==> config.mk <==
export PLATFORM = sky130hd
export DESIGN_NAME = mem_port_arbiter
export DESIGN_NICKNAME = d
export VERILOG_FILES = /design/src/rtl/mem_arb_pkg.sv /design/src/rtl/arb_priority_pick.sv /design/src/rtl/mem_port_arbiter.sv
export SDC_FILE = /design/constraint.sdc
export NUM_CORES = 1
export LEC_CHECK = 0
export ABC_CLOCK_PERIOD_IN_PS = 1700
export CORE_ASPECT_RATIO = 0.7
export CORE_MARGIN = 2
export CORE_UTILIZATION = 44
export DETAILED_ROUTE_END_ITERATION = 8
export DONT_BUFFER_PORTS = 1
export PLACE_DENSITY = 0.7
export SLEW_MARGIN = 20
export SYNTH_ARGS = -nofsm -noshare
export SYNTH_HDL_FRONTEND = slang
export SYNTH_HIERARCHICAL = 1
export SYNTH_SLANG_ARGS = --single-unit
==> constraint.sdc <==
create_clock -name clk -period 1.7 [get_ports clk]
set_clock_uncertainty 0.05 [all_clocks]
set_input_delay 0.34 -clock clk [delete_from_list [all_inputs] [get_ports clk]]
set_output_delay 0.34 -clock clk [all_outputs]
set_load 0.01 [all_outputs]
==> src/rtl/mem_arb_pkg.sv <==
// mem_arb_pkg: shared types and constants for the memory port arbiter.
//   state_e              : arbiter FSM states (IDLE, ACCESS, DONE)
//   REQ_*                : requester ids, also the encoding of the grant output
//   STARVE_LIMIT_DEFAULT : fetch losses tolerated before fetch is forced to win
package mem_arb_pkg;
  typedef enum logic [1:0] {IDLE, ACCESS, DONE} state_e;
  localparam logic [1:0] REQ_LD    = 2'd0;
  localparam logic [1:0] REQ_DATA  = 2'd1;
  localparam logic [1:0] REQ_STACK = 2'd2;
  localparam logic [1:0] REQ_FETCH = 2'd3;
  localparam int STARVE_LIMIT_DEFAULT = 3;
endpackage

==> src/rtl/arb_priority_pick.sv <==
// arb_priority_pick: combinational winner selection for the memory port.
//   ld_req_i, data_req_i, stack_req_i, fetch_req_i : pending requests
//   load_mode_i  : only the loader is eligible when high; the loader is ignored when low
//   at_limit_i   : fetch has lost enough picks in a row and must win if it requests
//   valid_o      : some eligible requester is asking
//   winner_o     : id of the winning requester (REQ_* encoding)
module arb_priority_pick
  import mem_arb_pkg::*;
(
  input  logic       ld_req_i,
  input  logic       data_req_i,
  input  logic       stack_req_i,
  input  logic       fetch_req_i,
  input  logic       load_mode_i,
  input  logic       at_limit_i,
  output logic       valid_o,
  output logic [1:0] winner_o
);
  always_comb begin
    valid_o  = load_mode_i ? ld_req_i : (data_req_i | stack_req_i | fetch_req_i);
    winner_o = load_mode_i                ? REQ_LD    :
               (fetch_req_i && at_limit_i) ? REQ_FETCH :
               data_req_i                 ? REQ_DATA  :
               stack_req_i                ? REQ_STACK : REQ_FETCH;
  end
endmodule

==> src/rtl/mem_port_arbiter.sv <==
// mem_port_arbiter: req/ack sequencer sharing one synchronous memory port among four requesters.
//   clk, reset        : clock and synchronous active-high reset
//   load_mode         : loader-only mode, sampled at each IDLE pick
//   ld_*              : loader write requester (always writes)
//   data_*, stack_*   : read/write requesters
//   fetch_*           : instruction read requester (always reads)
//   *_ack             : one-cycle completion pulses, two cycles after the pick
//   rdata             : memory read data, zero unless an ack is high
//   grant             : registered id of the current/last winner
//   busy              : high while an access is in ACCESS or DONE
//   mem_addr/mem_we/mem_din/mem_dout : memory port, 1-cycle synchronous read
module mem_port_arbiter
  import mem_arb_pkg::*;
#(
  parameter int AW           = 16,
  parameter int DW           = 16,
  parameter int STARVE_LIMIT = STARVE_LIMIT_DEFAULT
) (
  input  logic          clk,
  input  logic          reset,
  input  logic          load_mode,
  input  logic          ld_req,
  input  logic [AW-1:0] ld_addr,
  input  logic [DW-1:0] ld_wdata,
  output logic          ld_ack,
  input  logic          data_req,
  input  logic          data_we,
  input  logic [AW-1:0] data_addr,
  input  logic [DW-1:0] data_wdata,
  output logic          data_ack,
  input  logic          stack_req,
  input  logic          stack_we,
  input  logic [AW-1:0] stack_addr,
  input  logic [DW-1:0] stack_wdata,
  output logic          stack_ack,
  input  logic          fetch_req,
  input  logic [AW-1:0] fetch_addr,
  output logic          fetch_ack,
  output logic [DW-1:0] rdata,
  output logic [1:0]    grant,
  output logic          busy,
  output logic [AW-1:0] mem_addr,
  output logic          mem_we,
  output logic [DW-1:0] mem_din,
  input  logic [DW-1:0] mem_dout
);
  state_e        state_q, state_d;
  logic [1:0]    grant_q, grant_d;
  logic [1:0]    starve_q, starve_d;
  logic [AW-1:0] addr_q, addr_d;
  logic          we_q, we_d;
  logic [DW-1:0] wdata_q, wdata_d;
  logic          pick_valid, at_limit, take, done;
  logic [1:0]    pick_id;

  assign at_limit = starve_q == 2'(STARVE_LIMIT);
  assign take     = state_q == IDLE && pick_valid;

  arb_priority_pick u_pick (
    .ld_req_i    (ld_req),
    .data_req_i  (data_req),
    .stack_req_i (stack_req),
    .fetch_req_i (fetch_req),
    .load_mode_i (load_mode),
    .at_limit_i  (at_limit),
    .valid_o     (pick_valid),
    .winner_o    (pick_id)
  );

  always_ff @(posedge clk) begin
    if (reset) begin
      state_q  <= IDLE;
      grant_q  <= REQ_LD;
      starve_q <= '0;
      addr_q   <= '0;
      we_q     <= 1'b0;
      wdata_q  <= '0;
    end else begin
      state_q  <= state_d;
      grant_q  <= grant_d;
      starve_q <= starve_d;
      addr_q   <= addr_d;
      we_q     <= we_d;
      wdata_q  <= wdata_d;
    end
  end

  always_comb begin
    state_d = state_q == IDLE   ? (pick_valid ? ACCESS : IDLE) :
              state_q == ACCESS ? DONE : IDLE;
  end

  // Operands are captured only at a pick so the port stays stable for the whole access.
  always_comb begin
    grant_d  = take ? pick_id : grant_q;
    addr_d   = !take                 ? addr_q     :
               pick_id == REQ_LD     ? ld_addr    :
               pick_id == REQ_DATA   ? data_addr  :
               pick_id == REQ_STACK  ? stack_addr : fetch_addr;
    we_d     = !take                 ? we_q       :
               pick_id == REQ_LD     ? 1'b1       :
               pick_id == REQ_DATA   ? data_we    :
               pick_id == REQ_STACK  ? stack_we   : 1'b0;
    wdata_d  = !take                 ? wdata_q    :
               pick_id == REQ_LD     ? ld_wdata   :
               pick_id == REQ_DATA   ? data_wdata :
               pick_id == REQ_STACK  ? stack_wdata : '0;
    // Counts picks fetch asked for but lost, including loader-mode picks.
    starve_d = !(take && fetch_req)  ? starve_q   :
               pick_id == REQ_FETCH  ? 2'd0       :
               starve_q == 2'd3      ? 2'd3       : starve_q + 2'd1;
  end

  always_comb begin
    done      = state_q == DONE && !reset;
    ld_ack    = done && grant_q == REQ_LD;
    data_ack  = done && grant_q == REQ_DATA;
    stack_ack = done && grant_q == REQ_STACK;
    fetch_ack = done && grant_q == REQ_FETCH;
    rdata     = done ? mem_dout : '0;
    grant     = grant_q;
    busy      = state_q != IDLE;
    mem_addr  = addr_q;
    mem_din   = wdata_q;
    mem_we    = state_q == ACCESS && we_q && !reset;
  end
endmodule

==> run metrics <==
hold worst-path end=state_q[0]; worst setup slack for register-to-register paths=-0.14 ns; most area-hungry cell type in the Yosys netlist=sky130_fd_sc_hd__dfxtp_1; fraction of power consumed by sequential logic=0.481; outcome=finished, violations left; Netlist cell types=30; synth top area cells=sky130_fd_sc_hd__dfxtp_1, sky130_fd_sc_hd__mux4_2, sky130_fd_sc_hd__mux2i_1; H-tree level count=2; number of endpoints failing setup at the final stage=30; number of rows in the core area=22; DRC violations left=0; Final Routed Wirelength=6990 um; vias in the first global route=1994; global-route wire length before repair=10400 um; fraction of power consumed by the clock network=0.263; Worst setup SP type=flop; Initial Util=0.449; die outline area=5890 um2; DR iter-0 viols=77; Post-DRT Antenna Nets=0; clock transition at the registers of the reported paths=0.08 ns; post-detailed-route via-to-cell ratio=6.01; Area growth syn-to-layout=21.9%; Hold Slack=0.0602 ns; Critical Path End Type=flop; total count of hold-check failures in the final report=0; Comb power frac=0.256; summed negative setup slack over all endpoints=-1.87 ns; area after detailed placement=2470 um2; remaining global-route overflow=0; worst min-delay path startpoint=reset; total via count after detailed routing=1990; final std cell area, no fill=2840 um2; number of buffers added by the clock tree synthesis step=5; horizontal die dimension=90.9 um; register area share after synthesis=0.336; number of I/O pins=193; Critical Path RT=1.84 ns; routed length per instance=21.1 um; Slew Limit Headroom=0.738; clock latency on the worst-skew pair=0.29 ns; number of antenna repair diodes=0; Detail Placement HPWL=4910 um; type of the worst min-delay path=input pin to flop; Total Routing Usage GR=0.227; part of the cycle the worst path needs=1.08; leading cell types in the layout, fill and taps excluded=sky130_fd_sc_hd__dfxtp_1, sky130_fd_sc_hd__nand2_1, sky130_fd_sc_hd__nor2_1, sky130_fd_sc_hd__mux4_2, sky130_fd_sc_hd__a211oi_1; FF+latch count, synth=39; switching power summed over all nets=729 uW; height of the die=64.8 um; critical path type=flop to flop; final max-slew violation count=0; Port Buf Inserts=0; clock root cell=sky130_fd_sc_hd__clkbuf_8; number of clock sinks=39; worst supply voltage drop on vdd=0.406 mV; synthesized area per cell=9.42 um2; leakage power of the design=1.09 nW; number of synthesis warnings=6; standard cell core area=5170 um2; WP data arrival=1.98 ns; TritonCTS clock tree=built; GPL Wtd Cong=0.748; time the worst path needs with I/O delays and setup=1.84 ns; Layout Nets=395; max-capacitance violation count=0; number of buffers on the longest clock path=2; ratio of cells with drive above 1 in the final layout=0.351; number of antenna violations at the first check in global routing=0; worst hold path stage count=1; violations in the final reports=negative setup slack; area share of the largest cell type after synthesis=0.336; Pwr per Cell Area=827 nW/um2; most common library cell in the layout ignoring fill and taps=sky130_fd_sc_hd__dfxtp_1; Sw Share=0.311; worst reg2reg path depth=9; critical path fanouts, max=8; launch instance of the worst register-to-register path=starve_q[1]; final setup margin=-0.140 ns; Post-Place Setup Slack=-0.293 ns; slew at the pin with the worst max-slew slack=0.392 ns; count of non-filler cells in the finished layout=331; netlist area before placement=2330 um2; fmax=0.543 GHz; largest net degree at the start of global routing=41; Post-Syn Instances=247; number of optimization iterations in the first detailed-route pass=4; synthesized net count=384; post-placement cell count=313; worst flop-to-flop path endpoint=mem_din[13]; RSZ-0062 raised after global routing=yes; Internal Power=1.62 mW
==> power groups by stage <==
stage	Combinational (mW)	Clock (mW)	Sequential [mW]
finish	0.602	0.617	1.13
global route	0.656	0.681	1.14
CTS	0.576	0.632	1.13
detailed placement	0.505	0	1.15
global placement	0.487	0	1.14
floorplan	0.412	0	1.12
==> synthesized netlist by cell type <==
cell,count
sky130_fd_sc_hd__clkbuf_1,10
sky130_fd_sc_hd__buf_12,1
sky130_fd_sc_hd__nand2_1,39
sky130_fd_sc_hd__nor3b_2,1
sky130_fd_sc_hd__a41o_1,1
sky130_fd_sc_hd__mux4_2,11
sky130_fd_sc_hd__buf_4,4
sky130_fd_sc_hd__a211oi_1,17
sky130_fd_sc_hd__and2b_1,1
sky130_fd_sc_hd__dfxtp_1,39
sky130_fd_sc_hd__a21oi_1,21
sky130_fd_sc_hd__and3b_1,1
sky130_fd_sc_hd__or3b_1,1
sky130_fd_sc_hd__nor2_1,20
sky130_fd_sc_hd__mux4_1,5
sky130_fd_sc_hd__nand2b_1,1
sky130_fd_sc_hd__a22o_1,1
sky130_fd_sc_hd__a31oi_1,2
sky130_fd_sc_hd__and2_1,18
sky130_fd_sc_hd__nor4_1,1
sky130_fd_sc_hd__mux2i_1,16
sky130_fd_sc_hd__and3_1,1
sky130_fd_sc_hd__inv_1,4
sky130_fd_sc_hd__a2bb2oi_1,16
sky130_fd_sc_hd__buf_2,6
sky130_fd_sc_hd__o2111ai_1,1
sky130_fd_sc_hd__buf_6,3
sky130_fd_sc_hd__a21o_1,1
sky130_fd_sc_hd__nor3b_1,3
sky130_fd_sc_hd__or2_2,1
==> flip-flops by register name (all words and copies together) (netlist names) <==
signal and count:
state_q 2, mem_din 16, mem_addr 16, starve_q 2, grant 2, we_q 1
==> stage by stage <==
step | utilization | total power [mW]
2_1_floorplan | - | 1.54
3_3_place_gp | 0.478 | 1.63
3_5_place_dp | 0.478 | 1.65
4_1_cts | 0.538 | 2.34
5_1_grt | 0.548 | 2.48
6_report | 0.548 | 2.35
==> worst max-delay path by stage <==
stage / start / to / slack [ns] / cells past startpoint
6_report: starve_q[1] / mem_din[13] / -0.14 / 9
5_1_grt: starve_q[1] / mem_din[13] / -0.20 / 9
4_1_cts: starve_q[0] / mem_din[13] / -0.16 / 9
3_5_place_dp: starve_q[0] / mem_din[13] / -0.29 / 6
3_3_place_gp: starve_q[0] / mem_din[3] / -0.13 / 8
2_1_floorplan: starve_q[0] / mem_addr[2] / -0.06 / 8
==> routing by layer <==
layer,global-route usage,vias up,part of all wire,wire length [um]
li1,-,917,-,-
met1,0.270,947,0.38,2690
met2,0.404,115,0.53,3680
met3,0.0570,11,0.072,506
met4,0.0814,0,0.017,119
met5,0,-,0,0
==> worst max-delay path, cell delays in order, from the launching register on <==
cell and delay, ns:
sky130_fd_sc_hd__dfxtp_2 0.33, sky130_fd_sc_hd__and2_4 0.16, sky130_fd_sc_hd__nand2_4 0.08, sky130_fd_sc_hd__a31oi_4 0.09, sky130_fd_sc_hd__buf_12 0.16, sky130_fd_sc_hd__buf_12 0.15, sky130_fd_sc_hd__buf_12 0.14, sky130_fd_sc_hd__mux2i_4 0.18
sky130_fd_sc_hd__a2bb2oi_2 0.14, sky130_fd_sc_hd__a211oi_1 0.27
==> cell families (layout without fill, tap and decap cells) <==
kind of cell           after synthesis  after routing  synth area share
buffers and inverters               28             40            0.0715
AND/OR/NAND/NOR                     88             88             0.180
flip-flops                          39             39             0.336
multiplexers                        32             32             0.232
AO/OA/AOI/OAI                       60             60             0.181
==> area by class of cell <==
cell class | instances | area, um2
clock inverter | 3 | 15.0
multi-input combinational | 180 | 1530
fill | 491 | 2340
timing repair buffer | 28 | 333
clock buffer | 5 | 68.8
tap | 72 | 90.1
sequential | 39 | 786
inverter | 4 | 15.0
==> what timing repair did <==
action	4_1_cts	5_1_grt
gates resized for setup	26	29
setup buffers	7	1
hold buffers	0	0
pin swaps	14	10
endpoints found under the setup margin	34	53
gates cloned	4	0
No activity file was read; power rests on OpenSTA's default activity.
